===== src/rtl/data_upload.sv =====
// SPI client that uploads a file from core RAM to the io controller; reverse of the download block.
// Optional XOR checksum readback (command 8'h58) is enabled by defining DATA_UPLOAD_CSUM_EN.
`timescale 1ns/1ps

module data_upload #(
    parameter logic [24:0] BASE_ROM  = 25'h170000,
    parameter logic [24:0] BASE_TRD  = 25'h200000,
    parameter logic [24:0] BASE_TAPE = 25'h400000
) (
    input  logic        clk,
    input  logic        reset,
    input  logic        sck,
    input  logic        ss,
    input  logic        sdi,
    output logic        sdo,
    input  logic [4:0]  index,
    output logic        uploading,
    output logic        underrun,
    output logic        rd,
    output logic [24:0] addr,
    input  logic [7:0]  din,
    input  logic        ack
);

    localparam logic [7:0] UIO_FILE_RX     = 8'h56;
    localparam logic [7:0] UIO_FILE_RX_DAT = 8'h57;

    logic [1:0]  sck_sync, ss_sync, sdi_sync;
    logic        sck_d;
    logic        sck_s, ss_s, sdi_s, sck_rise, sck_fall;

    logic [3:0]  cnt;
    logic [6:0]  sbuf;
    logic [7:0]  cmd;
    logic [7:0]  sreg;
    logic [7:0]  buffer;
    logic        valid, pending, stale;
    logic [24:0] base;
    logic        start_evt, file_start, file_end;
    logic        load_evt, data_load, csum_load, tx_cmd, ack_take;
    logic [7:0]  load_byte;

    // NOTE: every sequential block uses non-blocking assignments so each flop samples the
    // previous-cycle value of its neighbours; the sync chains and shift registers depend on it.
    always_ff @(posedge clk or posedge reset) begin
        if (reset) begin
            sck_sync <= '0;
            ss_sync  <= '0;
            sdi_sync <= '0;
            sck_d    <= 1'b0;
        end else begin
            sck_sync <= {sck_sync[0], sck};
            ss_sync  <= {ss_sync[0], ss};
            sdi_sync <= {sdi_sync[0], sdi};
            sck_d    <= sck_sync[1];
        end
    end

    assign sck_s    = sck_sync[1];
    assign ss_s     = ss_sync[1];
    assign sdi_s    = sdi_sync[1];
    assign sck_rise = sck_s && !sck_d;
    assign sck_fall = !sck_s && sck_d;

    always_comb begin
        base = BASE_ROM;
        case (index)
            5'd1:    base = BASE_TRD;
            5'd2:    base = BASE_TAPE;
            default: base = BASE_ROM;
        endcase
    end

    assign start_evt  = sck_rise && !ss_s && (cnt == 4'd15) && (cmd == UIO_FILE_RX);
    assign file_start = start_evt && sdi_s;
    assign file_end   = start_evt && !sdi_s;
    assign load_evt   = sck_fall && !ss_s && (cnt == 4'd8);
    assign data_load  = load_evt && (cmd == UIO_FILE_RX_DAT);
    assign ack_take   = ack && pending;

`ifdef DATA_UPLOAD_CSUM_EN
    localparam logic [7:0] UIO_FILE_CSUM = 8'h58;
    logic [7:0] csum;

    assign csum_load = load_evt && (cmd == UIO_FILE_CSUM);
    assign tx_cmd    = (cmd == UIO_FILE_RX_DAT) || (cmd == UIO_FILE_CSUM);

    always_ff @(posedge clk or posedge reset) begin
        if (reset)
            csum <= 8'h00;
        else if (file_start)
            csum <= 8'h00;
        else if (data_load)
            csum <= csum ^ load_byte;
    end

    always_comb begin
        load_byte = valid ? buffer : 8'h00;
        if (csum_load)
            load_byte = csum;
    end
`else
    assign csum_load = 1'b0;
    assign tx_cmd    = (cmd == UIO_FILE_RX_DAT);

    always_comb begin
        load_byte = valid ? buffer : 8'h00;
    end
`endif

    // SPI side: bit counter, command capture and the outgoing shift register.
    always_ff @(posedge clk or posedge reset) begin
        if (reset) begin
            cnt  <= 4'd0;
            sbuf <= 7'd0;
            cmd  <= 8'h00;
            sreg <= 8'h00;
        end else if (ss_s) begin
            cnt  <= 4'd0;
            sbuf <= 7'd0;
            sreg <= 8'h00;
        end else begin
            if (sck_rise) begin
                sbuf <= {sbuf[5:0], sdi_s};
                cnt  <= (cnt == 4'd15) ? 4'd8 : cnt + 4'd1;
                if (cnt == 4'd7)
                    cmd <= {sbuf, sdi_s};
            end
            if (sck_fall) begin
                if (data_load || csum_load)
                    sreg <= load_byte;
                else
                    sreg <= {sreg[6:0], 1'b0};
            end
        end
    end

    assign sdo = tx_cmd && sreg[7];

    // RAM side: one outstanding read; an ack for a read issued before a start/end is dropped.
    always_ff @(posedge clk or posedge reset) begin
        if (reset) begin
            rd        <= 1'b0;
            addr      <= 25'd0;
            buffer    <= 8'h00;
            valid     <= 1'b0;
            pending   <= 1'b0;
            stale     <= 1'b0;
            uploading <= 1'b0;
            underrun  <= 1'b0;
        end else begin
            rd <= 1'b0;
            if (ack_take) begin
                pending <= 1'b0;
                stale   <= 1'b0;
                if (uploading && !stale) begin
                    buffer <= din;
                    valid  <= 1'b1;
                    addr   <= addr + 25'd1;
                end
            end else if (uploading && !valid && !pending && !start_evt) begin
                rd      <= 1'b1;
                pending <= 1'b1;
            end

            // The load sees the pre-ack valid, so a same-cycle ack survives for the next load.
            if (data_load) begin
                if (valid)
                    valid <= 1'b0;
                else
                    underrun <= 1'b1;
            end

            if (file_start) begin
                addr      <= base;
                valid     <= 1'b0;
                underrun  <= 1'b0;
                uploading <= 1'b1;
                stale     <= pending && !ack_take;
            end
            if (file_end) begin
                uploading <= 1'b0;
                stale     <= pending && !ack_take;
            end
        end
    end

endmodule


===== config.mk =====
export PLATFORM = sky130hd
export DESIGN_NAME = data_upload
export DESIGN_NICKNAME = d
export VERILOG_FILES = /design/src/rtl/data_upload.sv
export SDC_FILE = /design/constraint.sdc
export NUM_CORES = 1
export LEC_CHECK = 0
export ABC_CLOCK_PERIOD_IN_PS = 7100
export BUFFER_PORTS_ARGS = -buffer_cell sky130_fd_sc_hd__buf_2
export CORE_UTILIZATION = 55
export DETAILED_ROUTE_END_ITERATION = 8
export PLACE_DENSITY_LB_ADDON = 0.15
export REMOVE_ABC_BUFFERS = 1
export SYNTH_ARGS = -nofsm -noshare
export SYNTH_HDL_FRONTEND = slang
export SYNTH_SLANG_ARGS = --single-unit

===== constraint.sdc =====
create_clock -name clk -period 7.1 [get_ports clk]
set_input_delay 1.775 -clock clk [delete_from_list [all_inputs] [get_ports clk]]
set_output_delay 1.775 -clock clk [all_outputs]
set_load 0.005 [all_outputs]

==> flow_results.xml, run 1 <==
<?xml version="1.0" encoding="UTF-8"?>
<metrics>
  <group name="yosys">
    <metric name="post-synth-top-count-cell" unit="">dfrtp_1</metric>
    <metric name="async_flop_share" unit="%">100</metric>
    <metric name="synth_area_leaders" unit="">dfrtp_1 56%, xor2_1 5.9%, mux2_2 5.5%</metric>
    <metric name="synth_common_cells" unit="">73 x dfrtp_1, 38 x nand2_1, 36 x nor2_1</metric>
    <metric name="post_synth_inst_count" unit="">310</metric>
    <metric name="synthDominantCellAreaShare" unit="%">55.5</metric>
    <metric name="synth_sequential_area_ratio" unit="%">55.5</metric>
    <metric name="synth-warning-count" unit="">0</metric>
    <metric name="synthDominantAreaCellType" unit="">dfrtp_1</metric>
    <metric name="yosysUniqueCellTypes" unit="">38</metric>
    <metric name="syn-mean-instance-area" unit="µm²">10.6</metric>
    <metric name="register_bit_count_reported_by_yosys" unit="">73</metric>
    <metric name="ys_dominant_reg_cell" unit="">dfrtp_1</metric>
    <metric name="synth_enable_flop_cells" unit="">0</metric>
    <metric name="synthesized_area" unit="µm²">3290</metric>
  </group>
  <group name="cells_and_area">
    <metric name="diodes" unit="">0</metric>
    <metric name="post_route_cells_drive_above_1_share" unit="%">23.5</metric>
    <metric name="fin_util" unit="%">67.2</metric>
    <metric name="nNetsFinal" unit="">378</metric>
    <metric name="synthToLayoutAreaGrowth" unit="%">15.2</metric>
  </group>
  <group name="hold_path">
    <metric name="min_from" unit="">sdi_sync[0]</metric>
    <metric name="worstHoldPathCells" unit="">0</metric>
    <metric name="hold_path_end" unit="">sdi_sync[1]</metric>
    <metric name="worstHoldPathType" unit="">reg -&gt; reg</metric>
  </group>
  <group name="die">
    <metric name="ioPinCount" unit="">48</metric>
    <metric name="floorplan.rows" unit="">27</metric>
    <metric name="floorplan.die_area" unit="µm²">6300</metric>
    <metric name="initial_core_util" unit="%">58.3</metric>
    <metric name="die-height" unit="µm">79.4</metric>
    <metric name="floorplan.die.width" unit="µm">79.4</metric>
    <metric name="placeableCoreArea" unit="µm²">5640</metric>
  </group>
  <group name="sta">
    <metric name="rsz0062_at_grt" unit="">no</metric>
    <metric name="setup_slack" unit="ps">3910</metric>
    <metric name="hold_viol_final" unit="">0</metric>
    <metric name="slew_violations" unit="">0</metric>
    <metric name="max_freq" unit="GHz">0.313</metric>
    <metric name="finalSetupTns" unit="ps">0</metric>
    <metric name="clock_skew" unit="ps">8.64</metric>
    <metric name="max-slew-margin-rel" unit="%">40.6</metric>
    <metric name="setup-violations-final" unit="">0</metric>
    <metric name="period_share" unit="%">44.9</metric>
    <metric name="min_period" unit="ps">3190</metric>
    <metric name="worst_pin_slew" unit="ps">891</metric>
  </group>
  <group name="critical_path">
    <metric name="critical_path_required" unit="ps">7360</metric>
    <metric name="worstPathCellList" unit="">buf_2, nand4b_4, nor2_1, nand4_1, xor2_1, a21oi_1</metric>
    <metric name="r2r-start" unit="">ss_sync[1]</metric>
    <metric name="crit_path_max_incr_delay" unit="ps">690</metric>
    <metric name="reg2reg_setup_slack" unit="ps">4640</metric>
    <metric name="crit_path_start" unit="">ack</metric>
    <metric name="arr_time_crit_path" unit="ps">3450</metric>
    <metric name="worst_r2r_endpoint" unit="">addr[20]</metric>
    <metric name="worst_setup_path_end_kind" unit="">register</metric>
    <metric name="critical_path.startpoint_type" unit="">input port</metric>
    <metric name="critical_path.slowest_cell" unit="">nor2_1</metric>
    <metric name="r2r.worst_path.cells" unit="">5</metric>
    <metric name="worst-path-max-fanout" unit="">15</metric>
    <metric name="critPathKind" unit="">in -&gt; reg</metric>
  </group>
  <group name="route">
    <metric name="drt_drc" unit="">0</metric>
    <metric name="route.detailed.wl_per_inst" unit="µm">14.3</metric>
    <metric name="drtPass1Iterations" unit="">4</metric>
    <metric name="route.vias.total" unit="">2368</metric>
    <metric name="drt_iter0_drc" unit="">96</metric>
    <metric name="post_drt_via_cell_ratio" unit="">5.47</metric>
    <metric name="finalWirelength" unit="µm">6190</metric>
    <metric name="drt.antenna.violating_nets" unit="">0</metric>
  </group>
  <group name="global_route">
    <metric name="antenna_found_initial" unit="">0</metric>
    <metric name="vias_in_the_first_global_route" unit="">2385</metric>
    <metric name="grtUsageTotal" unit="%">23.1</metric>
    <metric name="grt_overflow" unit="">0</metric>
    <metric name="largest_net_degree_at_the_start_of_global_routing" unit="">74</metric>
    <metric name="grt_first_pass_wirelength" unit="µm">11100</metric>
  </group>
  <group name="clocking">
    <metric name="postCtsSetupRepairBufs" unit="">0</metric>
    <metric name="worstSkewPairLatency" unit="ps">340</metric>
    <metric name="clk_pin_slew" unit="ps">70</metric>
    <metric name="holdBufCountCts" unit="">0</metric>
    <metric name="cts_buffers" unit="">9</metric>
    <metric name="clkSinkCount" unit="">73</metric>
    <metric name="root_buffer" unit="">clkbuf_8</metric>
    <metric name="post_cts.resized_instances" unit="">0</metric>
    <metric name="max-clock-path-buffers" unit="">2</metric>
    <metric name="cts_tree" unit="">done</metric>
    <metric name="h_tree_levels" unit="">3</metric>
  </group>
  <group name="placed_design">
    <metric name="place.gp.congestion" unit="">0.768</metric>
    <metric name="pre_cts_ws" unit="ps">3600</metric>
    <metric name="io_buffer_count" unit="">47</metric>
    <metric name="detailed_place_hpwl" unit="µm">4210</metric>
  </group>
  <group name="pwr">
    <metric name="max-vdd-ir-drop" unit="mV">0.141</metric>
    <metric name="power_leakage" unit="nW">1.87</metric>
    <metric name="power-per-cell-area" unit="nW/µm²">213</metric>
  </group>
  <group name="flow_run">
    <metric name="drv.max_cap_violation_count" unit="">0</metric>
  </group>
  <group name="run_status">
    <metric name="run_status" unit="">finished clean</metric>
  </group>
</metrics>
metal layers:
layer	vias to the layer above	global-route usage, %	wire (µm)
met3	10	5.98	265
met4	0	10.2	83
li1	1153	-	-
met1	1152	30.1	2780
met5	-	0	0
met2	53	36.3	3060
worst max-delay path by stage:
| stage | endpoint | cells after the start | slack, ps |
|---|---|---|---|
| floorplan | addr[0] | 1 | 3470 |
| global placement | addr[22] | 6 | 3630 |
| detailed placement | addr[18] | 6 | 3600 |
| CTS | addr[18] | 6 | 3900 |
| global route | addr[18] | 6 | 3740 |
| finish | addr[18] | 6 | 3910 |
state kept, by name (all words and copies together), names as in the netlist:
register,cells
buffer,8
sreg,8
cnt,4
valid,1
sck_d,1
uploading,1
sck_sync,2
sbuf,7
ss_sync,2
rd,1
addr,25
stale,1
sdi_sync,2
cmd,8
pending,1
underrun,1
layout by cell type (no fill, tap or decap), types with 8 or more instances in the layout:
| cell type | synthesis | layout |
|---|---|---|
| buf_2 | 7 | 47 |
| nand2_1 | 38 | 38 |
| clkbuf_8 | 0 | 11 |
| mux2_2 | 16 | 16 |
| dfrtp_1 | 73 | 73 |
| nand4_1 | 11 | 11 |
| nor2_1 | 36 | 36 |
| nand3_1 | 8 | 8 |
| xor2_1 | 22 | 22 |
| a21oi_1 | 23 | 23 |
power breakdown:
group	leakage (nW)	internal, mW	switching, mW
logic	0.777	0.00698	0.0151
registers	0.975	0.419	0.00350
clock network	0.115	0.216	0.148
worst max-delay path, delay by kind of cell:
kind	cells	cell delay, ps
simple gates	3	1200
compound gates	1	150
xor+xnor	1	200
buf+inv	1	120
final cells by class:
cell class,instances,area [µm²]
clock inverter,5,77.6
timing repair buffer,48,243
fill,457,1850
tap,72,90.1
clock buffer,11,151
sequential,73,1830
multi-input combinational,217,1380
inverter,7,26.3
kinds of logic (layout without fill, tap and decap cells):
kind of cell / count (synthesis) / after routing / synth area share (%)
AOI/OAI and AO/OA: 37 / 37 / 6.24
buffers and inverters: 20 / 71 / 2.66
DFF: 73 / 73 / 55.5
xor gates and xnor gates: 26 / 26 / 6.92
adders and majority gates: 3 / 3 / 1.14
muxes: 18 / 18 / 6.08
and+or+nand+nor: 133 / 133 / 21.4
metrics by stage:
step	cells	cell area (µm²)	power [mW]	hold WS (ps)
2_1_floorplan	297	3230	0.442	331
3_3_place_gp	417	3560	0.453	334
3_5_place_dp	417	3560	0.453	339
4_1_cts	433	3790	0.817	355
5_1_grt	433	3790	0.842	356
6_report	433	3790	0.808	352
No activity file was read; power rests on OpenSTA's default activity.
==> run 2: changes to the inputs <==
--- a/config.mk
+++ b/config.mk
@@ -5,9 +5,10 @@
 export SDC_FILE = /design/constraint.sdc
 export NUM_CORES = 1
 export LEC_CHECK = 0
-export ABC_CLOCK_PERIOD_IN_PS = 7100
+export ABC_AREA = 1
+export ABC_CLOCK_PERIOD_IN_PS = 2900
 export BUFFER_PORTS_ARGS = -buffer_cell sky130_fd_sc_hd__buf_2
-export CORE_UTILIZATION = 55
+export CORE_UTILIZATION = 52
 export DETAILED_ROUTE_END_ITERATION = 8
 export PLACE_DENSITY_LB_ADDON = 0.15
 export REMOVE_ABC_BUFFERS = 1
==> constraint.sdc (replaced) <==
create_clock -name clk -period 2.9 [get_ports clk]
set_input_delay 0.725 -clock clk [delete_from_list [all_inputs] [get_ports clk]]
set_output_delay 0.725 -clock clk [all_outputs]
set_load 0.005 [all_outputs]
==> run 2 against run 1 <==
Compared with the run above:
- global-route usage increased by 0.65 points
- clock skew down 4.5 ps
- combinational power increased to 2.9 times the previous value
- non-clock buffer count grew 1
- critical path type is now reg -> out
- largest power group unchanged
==> flow_results.xml, run 2 <==
<?xml version="1.0" encoding="UTF-8"?>
<metrics>
  <group name="cells_and_area">
    <metric name="nNetsFinal" unit="">538</metric>
    <metric name="final_common_cell" unit="">nand2_1</metric>
    <metric name="layout.cells.most_common_list" unit="">134 x nand2_1, 73 x dfrtp_1, 54 x inv_1</metric>
    <metric name="diodes" unit="">0</metric>
    <metric name="largest_register_ff_count" unit="">25</metric>
    <metric name="largest_register" unit="">addr</metric>
    <metric name="post_route_cells_drive_above_1_share" unit="%">18.6</metric>
    <metric name="fillerInstances" unit="">632</metric>
    <metric name="synthToLayoutAreaGrowth" unit="%">14.5</metric>
  </group>
  <group name="sta">
    <metric name="clock_skew" unit="ps">4.12</metric>
    <metric name="min_period" unit="ps">2210</metric>
    <metric name="setup-violations-final" unit="">0</metric>
    <metric name="max-slew-margin-rel" unit="%">63.9</metric>
    <metric name="slew_violations" unit="">0</metric>
    <metric name="finalSetupTns" unit="ps">0</metric>
    <metric name="rsz0062_at_grt" unit="">no</metric>
    <metric name="worst_pin_slew" unit="ps">541</metric>
    <metric name="period_share" unit="%">76.2</metric>
    <metric name="max_freq" unit="GHz">0.453</metric>
    <metric name="worst_hold_slack" unit="ps">351</metric>
    <metric name="hold_viol_final" unit="">0</metric>
  </group>
  <group name="clocking">
    <metric name="postCtsSetupRepairBufs" unit="">0</metric>
    <metric name="post_cts.resized_instances" unit="">0</metric>
    <metric name="holdBufCountCts" unit="">0</metric>
    <metric name="root_buffer" unit="">clkbuf_8</metric>
    <metric name="max-clock-path-buffers" unit="">2</metric>
    <metric name="cts_tree" unit="">done</metric>
    <metric name="clk_pin_slew" unit="ps">70</metric>
    <metric name="cts_buffers" unit="">9</metric>
    <metric name="h_tree_levels" unit="">3</metric>
    <metric name="worstSkewPairLatency" unit="ps">350</metric>
    <metric name="clkSinkCount" unit="">73</metric>
  </group>
  <group name="placed_design">
    <metric name="detailed_place_hpwl" unit="µm">5770</metric>
    <metric name="io_buffer_count" unit="">47</metric>
    <metric name="place.gp.congestion" unit="">0.856</metric>
  </group>
  <group name="yosys">
    <metric name="synthDominantAreaCellType" unit="">dfrtp_1</metric>
    <metric name="post_synth_inst_count" unit="">465</metric>
    <metric name="synth_top_family_by_area" unit="">simple AND/OR/NAND/NOR gates</metric>
    <metric name="register_bit_count_reported_by_yosys" unit="">73</metric>
    <metric name="ys_dominant_reg_cell" unit="">dfrtp_1</metric>
    <metric name="synth_fa_ha_area_share" unit="%">1.02</metric>
    <metric name="synthDominantCellAreaShare" unit="%">49.9</metric>
    <metric name="post-synth-top-count-cell" unit="">nand2_1</metric>
    <metric name="synth_area_leaders" unit="">dfrtp_1 50%, nand2_1 14%, inv_1 5.6%</metric>
    <metric name="synth_sequential_area_ratio" unit="%">49.9</metric>
    <metric name="syn-mean-instance-area" unit="µm²">7.88</metric>
    <metric name="synth-compound-area-share" unit="%">8.67</metric>
    <metric name="async_flop_share" unit="%">100</metric>
    <metric name="synth_common_cells" unit="">134 x nand2_1, 73 x dfrtp_1, 55 x inv_1</metric>
    <metric name="synth-warning-count" unit="">0</metric>
    <metric name="synth_xor_xnor_area_share" unit="%">0.478</metric>
    <metric name="yosysUniqueCellTypes" unit="">33</metric>
    <metric name="synthesized_area" unit="µm²">3660</metric>
    <metric name="post_synthesis_mux_area_share" unit="%">0</metric>
    <metric name="synth-simple-area-share" unit="%">31.6</metric>
    <metric name="synth_enable_flop_cells" unit="">0</metric>
  </group>
  <group name="hold_path">
    <metric name="worstHoldPathType" unit="">reg -&gt; reg</metric>
  </group>
  <group name="route">
    <metric name="route.vias.total" unit="">3162</metric>
    <metric name="drt.antenna.violating_nets" unit="">0</metric>
    <metric name="post_drt_via_cell_ratio" unit="">5.12</metric>
    <metric name="drt_iter0_drc" unit="">198</metric>
    <metric name="route.detailed.wl_per_inst" unit="µm">13.0</metric>
    <metric name="drt_drc" unit="">0</metric>
    <metric name="finalWirelength" unit="µm">8000</metric>
    <metric name="drtPass1Iterations" unit="">4</metric>
  </group>
  <group name="critical_path">
    <metric name="worst_setup_path_end_kind" unit="">output pin</metric>
    <metric name="worstPathCellList" unit="">nor2_1, nand2_1, nor3b_1, buf_2</metric>
    <metric name="arr_time_crit_path" unit="ps">1480</metric>
    <metric name="worst-path-max-fanout" unit="">5</metric>
    <metric name="crit_path_max_incr_delay" unit="ps">390</metric>
    <metric name="critical_path_required" unit="ps">2170</metric>
    <metric name="critical_path.slowest_cell" unit="">dfrtp_1</metric>
    <metric name="critPathKind" unit="">reg -&gt; out</metric>
    <metric name="critPathTopFamily" unit="">simple AND/OR/NAND/NOR gates</metric>
    <metric name="critical_path.startpoint_type" unit="">register</metric>
    <metric name="path_buf_inv" unit="">1</metric>
  </group>
  <group name="run_status">
    <metric name="run_status" unit="">finished clean</metric>
  </group>
  <group name="global_route">
    <metric name="vias_in_the_first_global_route" unit="">2912</metric>
    <metric name="antenna_found_initial" unit="">0</metric>
    <metric name="largest_net_degree_at_the_start_of_global_routing" unit="">50</metric>
    <metric name="grtUsageTotal" unit="%">23.7</metric>
    <metric name="grt_overflow" unit="">0</metric>
    <metric name="grt_first_pass_wirelength" unit="µm">13400</metric>
  </group>
  <group name="die">
    <metric name="floorplan.die.width" unit="µm">85.9</metric>
    <metric name="placeableCoreArea" unit="µm²">6790</metric>
    <metric name="floorplan.rows" unit="">30</metric>
    <metric name="die-height" unit="µm">85.9</metric>
    <metric name="floorplan.die_area" unit="µm²">7380</metric>
    <metric name="initial_core_util" unit="%">53.9</metric>
    <metric name="ioPinCount" unit="">48</metric>
  </group>
  <group name="flow_run">
    <metric name="drv.max_cap_violation_count" unit="">0</metric>
  </group>
  <group name="pwr">
    <metric name="max-vdd-ir-drop" unit="mV">0.371</metric>
    <metric name="power_leakage" unit="nW">2.16</metric>
    <metric name="power-per-cell-area" unit="nW/µm²">472</metric>
  </group>
</metrics>
-- run 2: worst paths after layout --
kind | cells after the start | slack, ps | from | end
max | 4 | 690 | cmd[7] | sdo
min | 0 | 350 | sck_sync[0] | sck_sync[1]
max reg2reg | 8 | 940 | ss_sync[1] | addr[20]
min reg2reg | 0 | 350 | sck_sync[0] | sck_sync[1]
max in group asynchronous | 3 | 1850 | reset | buffer[1]
min in group asynchronous | 2 | 410 | reset | sck_sync[0]
-- run 2: layout make-up --
| class | count | area, µm² | area share (%) |
|---|---|---|---|
| Clock inverter | 5 | 78.8 | 1.88 |
| Sequential cell | 73 | 1830 | 43.5 |
| Timing Repair Buffer | 49 | 263 | 6.26 |
| Clock buffer | 11 | 141 | 3.37 |
| Inverter | 62 | 235 | 5.61 |
| Multi-Input combinational cell | 321 | 1530 | 36.5 |
| Tap cell | 96 | 120 | 2.86 |
-- run 2: routing by layer --
metal | global-route usage [%] | part of all wire, % | up-vias
li1 | - | - | 1583
met1 | 33.0 | 50 | 1501
met2 | 35.1 | 44 | 69
met3 | 5.87 | 5.1 | 9
met4 | 10.6 | 1.5 | 0
met5 | 0 | 0 | -
-- run 2: stage by stage --
| step | worst slack (ps) | cells | instance area, µm² | total power, mW | utilization, % |
|---|---|---|---|---|---|
| 2_1_floorplan | 322 | 456 | 3590 | 1.09 | - |
| 3_3_place_gp | 947 | 601 | 3980 | 1.12 | 58.5 |
| 3_5_place_dp | 912 | 601 | 3980 | 1.12 | 58.5 |
| 4_1_cts | 623 | 617 | 4200 | 2.00 | 61.7 |
| 5_1_grt | 600 | 617 | 4200 | 2.06 | 61.7 |
| 6_report | 692 | 617 | 4200 | 1.98 | 61.7 |
-- run 2: cell families after synthesis --
kind of cell | count (synthesis)
AOI/OAI and AO/OA | 58
xor gates and xnor gates | 2
adders and majority gates | 3
buffers and inverters | 71
DFF | 73
and+or+nand+nor | 258
-- run 2: report_power, final --
part	internal (mW)	switching, mW	total [mW]	leakage (nW)
clock	0.507	0.377	0.883	0.113
combinational	0.0197	0.0438	0.0635	1.07
sequential	1.03	0.00753	1.03	0.971
==> run 3: changes to the inputs <==
--- a/config.mk
+++ b/config.mk
@@ -6,9 +6,9 @@
 export NUM_CORES = 1
 export LEC_CHECK = 0
 export ABC_AREA = 1
-export ABC_CLOCK_PERIOD_IN_PS = 2900
+export ABC_CLOCK_PERIOD_IN_PS = 2200
 export BUFFER_PORTS_ARGS = -buffer_cell sky130_fd_sc_hd__buf_2
-export CORE_UTILIZATION = 52
+export CORE_UTILIZATION = 55
 export DETAILED_ROUTE_END_ITERATION = 8
 export PLACE_DENSITY_LB_ADDON = 0.15
 export REMOVE_ABC_BUFFERS = 1
==> constraint.sdc (replaced) <==
create_clock -name clk -period 2.2 [get_ports clk]
set_input_delay 0.55 -clock clk [delete_from_list [all_inputs] [get_ports clk]]
set_output_delay 0.55 -clock clk [all_outputs]
set_load 0.005 [all_outputs]
==> run 3 against run 2 <==
Compared with the run above:
- sequential power rose by 32%
- clock-buffer cell count did not move
- global-route usage rose by 1.4 points
- critical path type unchanged
- clock skew rose by 0.64 ps
- largest power group unchanged
- register-to-register slack got worse by 520 ps
- wire length rose by 0.98%
- via count barely moved
- highest routed layer unchanged
- sequential cell count did not move
- sequential share of layout area rose by 0.26 points
==> flow_results.xml, run 3 (synthesized netlist as in run 2, its figures left out) <==
<?xml version="1.0" encoding="UTF-8"?>
<metrics>
  <group name="placed_design">
    <metric name="detailed_place_hpwl" unit="µm">5820</metric>
    <metric name="io_buffer_count" unit="">47</metric>
    <metric name="place.gp.congestion" unit="">0.830</metric>
  </group>
  <group name="critical_path">
    <metric name="r2r-start" unit="">ss_sync[1]</metric>
    <metric name="path_buf_inv" unit="">1</metric>
    <metric name="worst-path-max-fanout" unit="">3</metric>
    <metric name="critical_path.startpoint_type" unit="">register</metric>
    <metric name="r2r.worst_path.cells" unit="">8</metric>
    <metric name="worstPathCellList" unit="">nor2_1, nand3_1, nor3b_1, buf_2</metric>
    <metric name="critical_path_required" unit="ps">1650</metric>
    <metric name="crit_path_max_incr_delay" unit="ps">380</metric>
    <metric name="reg2reg_setup_slack" unit="ps">420</metric>
    <metric name="critPathKind" unit="">reg -&gt; out</metric>
    <metric name="worst_r2r_endpoint" unit="">addr[18]</metric>
    <metric name="worst_setup_path_end_kind" unit="">output pin</metric>
    <metric name="critical_path.slowest_cell" unit="">dfrtp_1</metric>
    <metric name="critPathTopFamily" unit="">simple AND/OR/NAND/NOR gates</metric>
    <metric name="arr_time_crit_path" unit="ps">1430</metric>
  </group>
  <group name="cells_and_area">
    <metric name="largest_register" unit="">addr</metric>
    <metric name="fillerInstances" unit="">563</metric>
    <metric name="synthToLayoutAreaGrowth" unit="%">13.8</metric>
    <metric name="layout.cells.most_common_list" unit="">134 x nand2_1, 73 x dfrtp_1, 54 x inv_1</metric>
    <metric name="nNetsFinal" unit="">540</metric>
    <metric name="diodes" unit="">0</metric>
    <metric name="final-seq-area" unit="µm²">1830</metric>
    <metric name="post_route_cells_drive_above_1_share" unit="%">19.0</metric>
    <metric name="fin_util" unit="%">65.3</metric>
    <metric name="largest_register_ff_count" unit="">25</metric>
    <metric name="area_taken_by_multi_input_logic_gates" unit="µm²">1530</metric>
    <metric name="final_common_cell" unit="">nand2_1</metric>
  </group>
  <group name="clocking">
    <metric name="cts_tree" unit="">done</metric>
    <metric name="clk_pin_slew" unit="ps">80</metric>
    <metric name="cts_buffers" unit="">9</metric>
    <metric name="holdBufCountCts" unit="">0</metric>
    <metric name="h_tree_levels" unit="">3</metric>
    <metric name="post_cts.resized_instances" unit="">0</metric>
    <metric name="postCtsSetupRepairBufs" unit="">0</metric>
    <metric name="max-clock-path-buffers" unit="">2</metric>
    <metric name="worstSkewPairLatency" unit="ps">340</metric>
    <metric name="root_buffer" unit="">clkbuf_8</metric>
    <metric name="clkSinkCount" unit="">73</metric>
  </group>
  <group name="die">
    <metric name="floorplan.die.width" unit="µm">83.6</metric>
    <metric name="die-height" unit="µm">83.6</metric>
    <metric name="ioPinCount" unit="">48</metric>
    <metric name="floorplan.die_area" unit="µm²">6990</metric>
    <metric name="floorplan.rows" unit="">29</metric>
    <metric name="initial_core_util" unit="%">57.4</metric>
    <metric name="placeableCoreArea" unit="µm²">6390</metric>
  </group>
  <group name="pwr">
    <metric name="max-vdd-ir-drop" unit="mV">0.434</metric>
    <metric name="power-per-cell-area" unit="nW/µm²">605</metric>
    <metric name="power_leakage" unit="nW">2.14</metric>
  </group>
  <group name="sta">
    <metric name="hold_viol_final" unit="">0</metric>
    <metric name="clock_skew" unit="ps">4.76</metric>
    <metric name="rsz0062_at_grt" unit="">no</metric>
    <metric name="slew_violations" unit="">0</metric>
    <metric name="max_freq" unit="GHz">0.505</metric>
    <metric name="worst_hold_slack" unit="ps">189</metric>
    <metric name="period_share" unit="%">90.0</metric>
    <metric name="min_period" unit="ps">1980</metric>
    <metric name="worst_pin_slew" unit="ps">547</metric>
    <metric name="max-slew-margin-rel" unit="%">63.3</metric>
    <metric name="setup-violations-final" unit="">0</metric>
  </group>
  <group name="global_route">
    <metric name="vias_in_the_first_global_route" unit="">2971</metric>
    <metric name="grtUsageTotal" unit="%">25.1</metric>
    <metric name="antenna_found_initial" unit="">0</metric>
    <metric name="grt_first_pass_wirelength" unit="µm">13900</metric>
    <metric name="largest_net_degree_at_the_start_of_global_routing" unit="">57</metric>
    <metric name="grt_overflow" unit="">0</metric>
  </group>
  <group name="route">
    <metric name="post_drt_via_cell_ratio" unit="">5.28</metric>
    <metric name="drt.antenna.violating_nets" unit="">0</metric>
    <metric name="finalWirelength" unit="µm">8070</metric>
    <metric name="drt_iter0_drc" unit="">167</metric>
    <metric name="drtPass1Iterations" unit="">4</metric>
    <metric name="route.detailed.wl_per_inst" unit="µm">13.5</metric>
    <metric name="route.vias.total" unit="">3161</metric>
    <metric name="drt_drc" unit="">0</metric>
  </group>
  <group name="run_status">
    <metric name="run_status" unit="">finished clean</metric>
  </group>
  <group name="hold_path">
    <metric name="worstHoldPathType" unit="">in -&gt; async</metric>
  </group>
  <group name="flow_run">
    <metric name="drv.max_cap_violation_count" unit="">0</metric>
  </group>
</metrics>
## run 3: worst max path at each step
stage | start | to | slack [ps] | cells after the start
2_1_floorplan | reset | addr[0] | -200 | 1
3_3_place_gp | ack | addr[4] | 440 | 10
3_5_place_dp | ack | addr[4] | 350 | 10
4_1_cts | cmd[7] | sdo | 200 | 4
5_1_grt | cmd[2] | sdo | 80 | 5
6_report | cmd[3] | sdo | 220 | 4
## run 3: power breakdown
group / leakage, nW / switching (mW) / internal [mW]
Combinational: 1.08 / 0.0596 / 0.0271
Sequential: 0.971 / 0.0101 / 1.35
Clock: 0.0937 / 0.495 / 0.579
## run 3: routing by layer
layer	global-route usage, %	part of all wire [%]	up-vias
met5	0	0	-
met4	8.94	1.6	0
met3	4.25	3.8	12
met2	39.1	47	60
met1	35.6	48	1496
li1	-	-	1593
## run 3: final cells by class
| type | count | share of cell area, % |
|---|---|---|
| Sequential cell | 73 | 43.8 |
| Multi-Input combinational cell | 321 | 36.7 |
| Timing Repair Buffer | 51 | 6.66 |
| Inverter | 62 | 5.64 |
| Clock buffer | 11 | 3.63 |
| Tap cell | 77 | 2.31 |
| Clock inverter | 4 | 1.26 |
## run 3: per-stage QoR
step	std cells	instance area, µm²	power (mW)	setup slack, ps	TNS, ps
floorplan	456	3590	1.43	-203	-14840
global placement	584	3970	1.47	443	0
detailed placement	584	3970	1.48	351	0
CTS	599	4170	2.54	203	0
global route	599	4170	2.60	82.2	0
finish	599	4170	2.52	219	0
## run 3: worst reg2reg max path, cell delays in order (launching register included)
cell and delay [ps]:
dfrtp_1 420, inv_4 120, nand3_2 190, nor2_2 240, nand3_2 250, nand2_4 190
nand2_1 80, nand2_2 100, a21oi_1 70
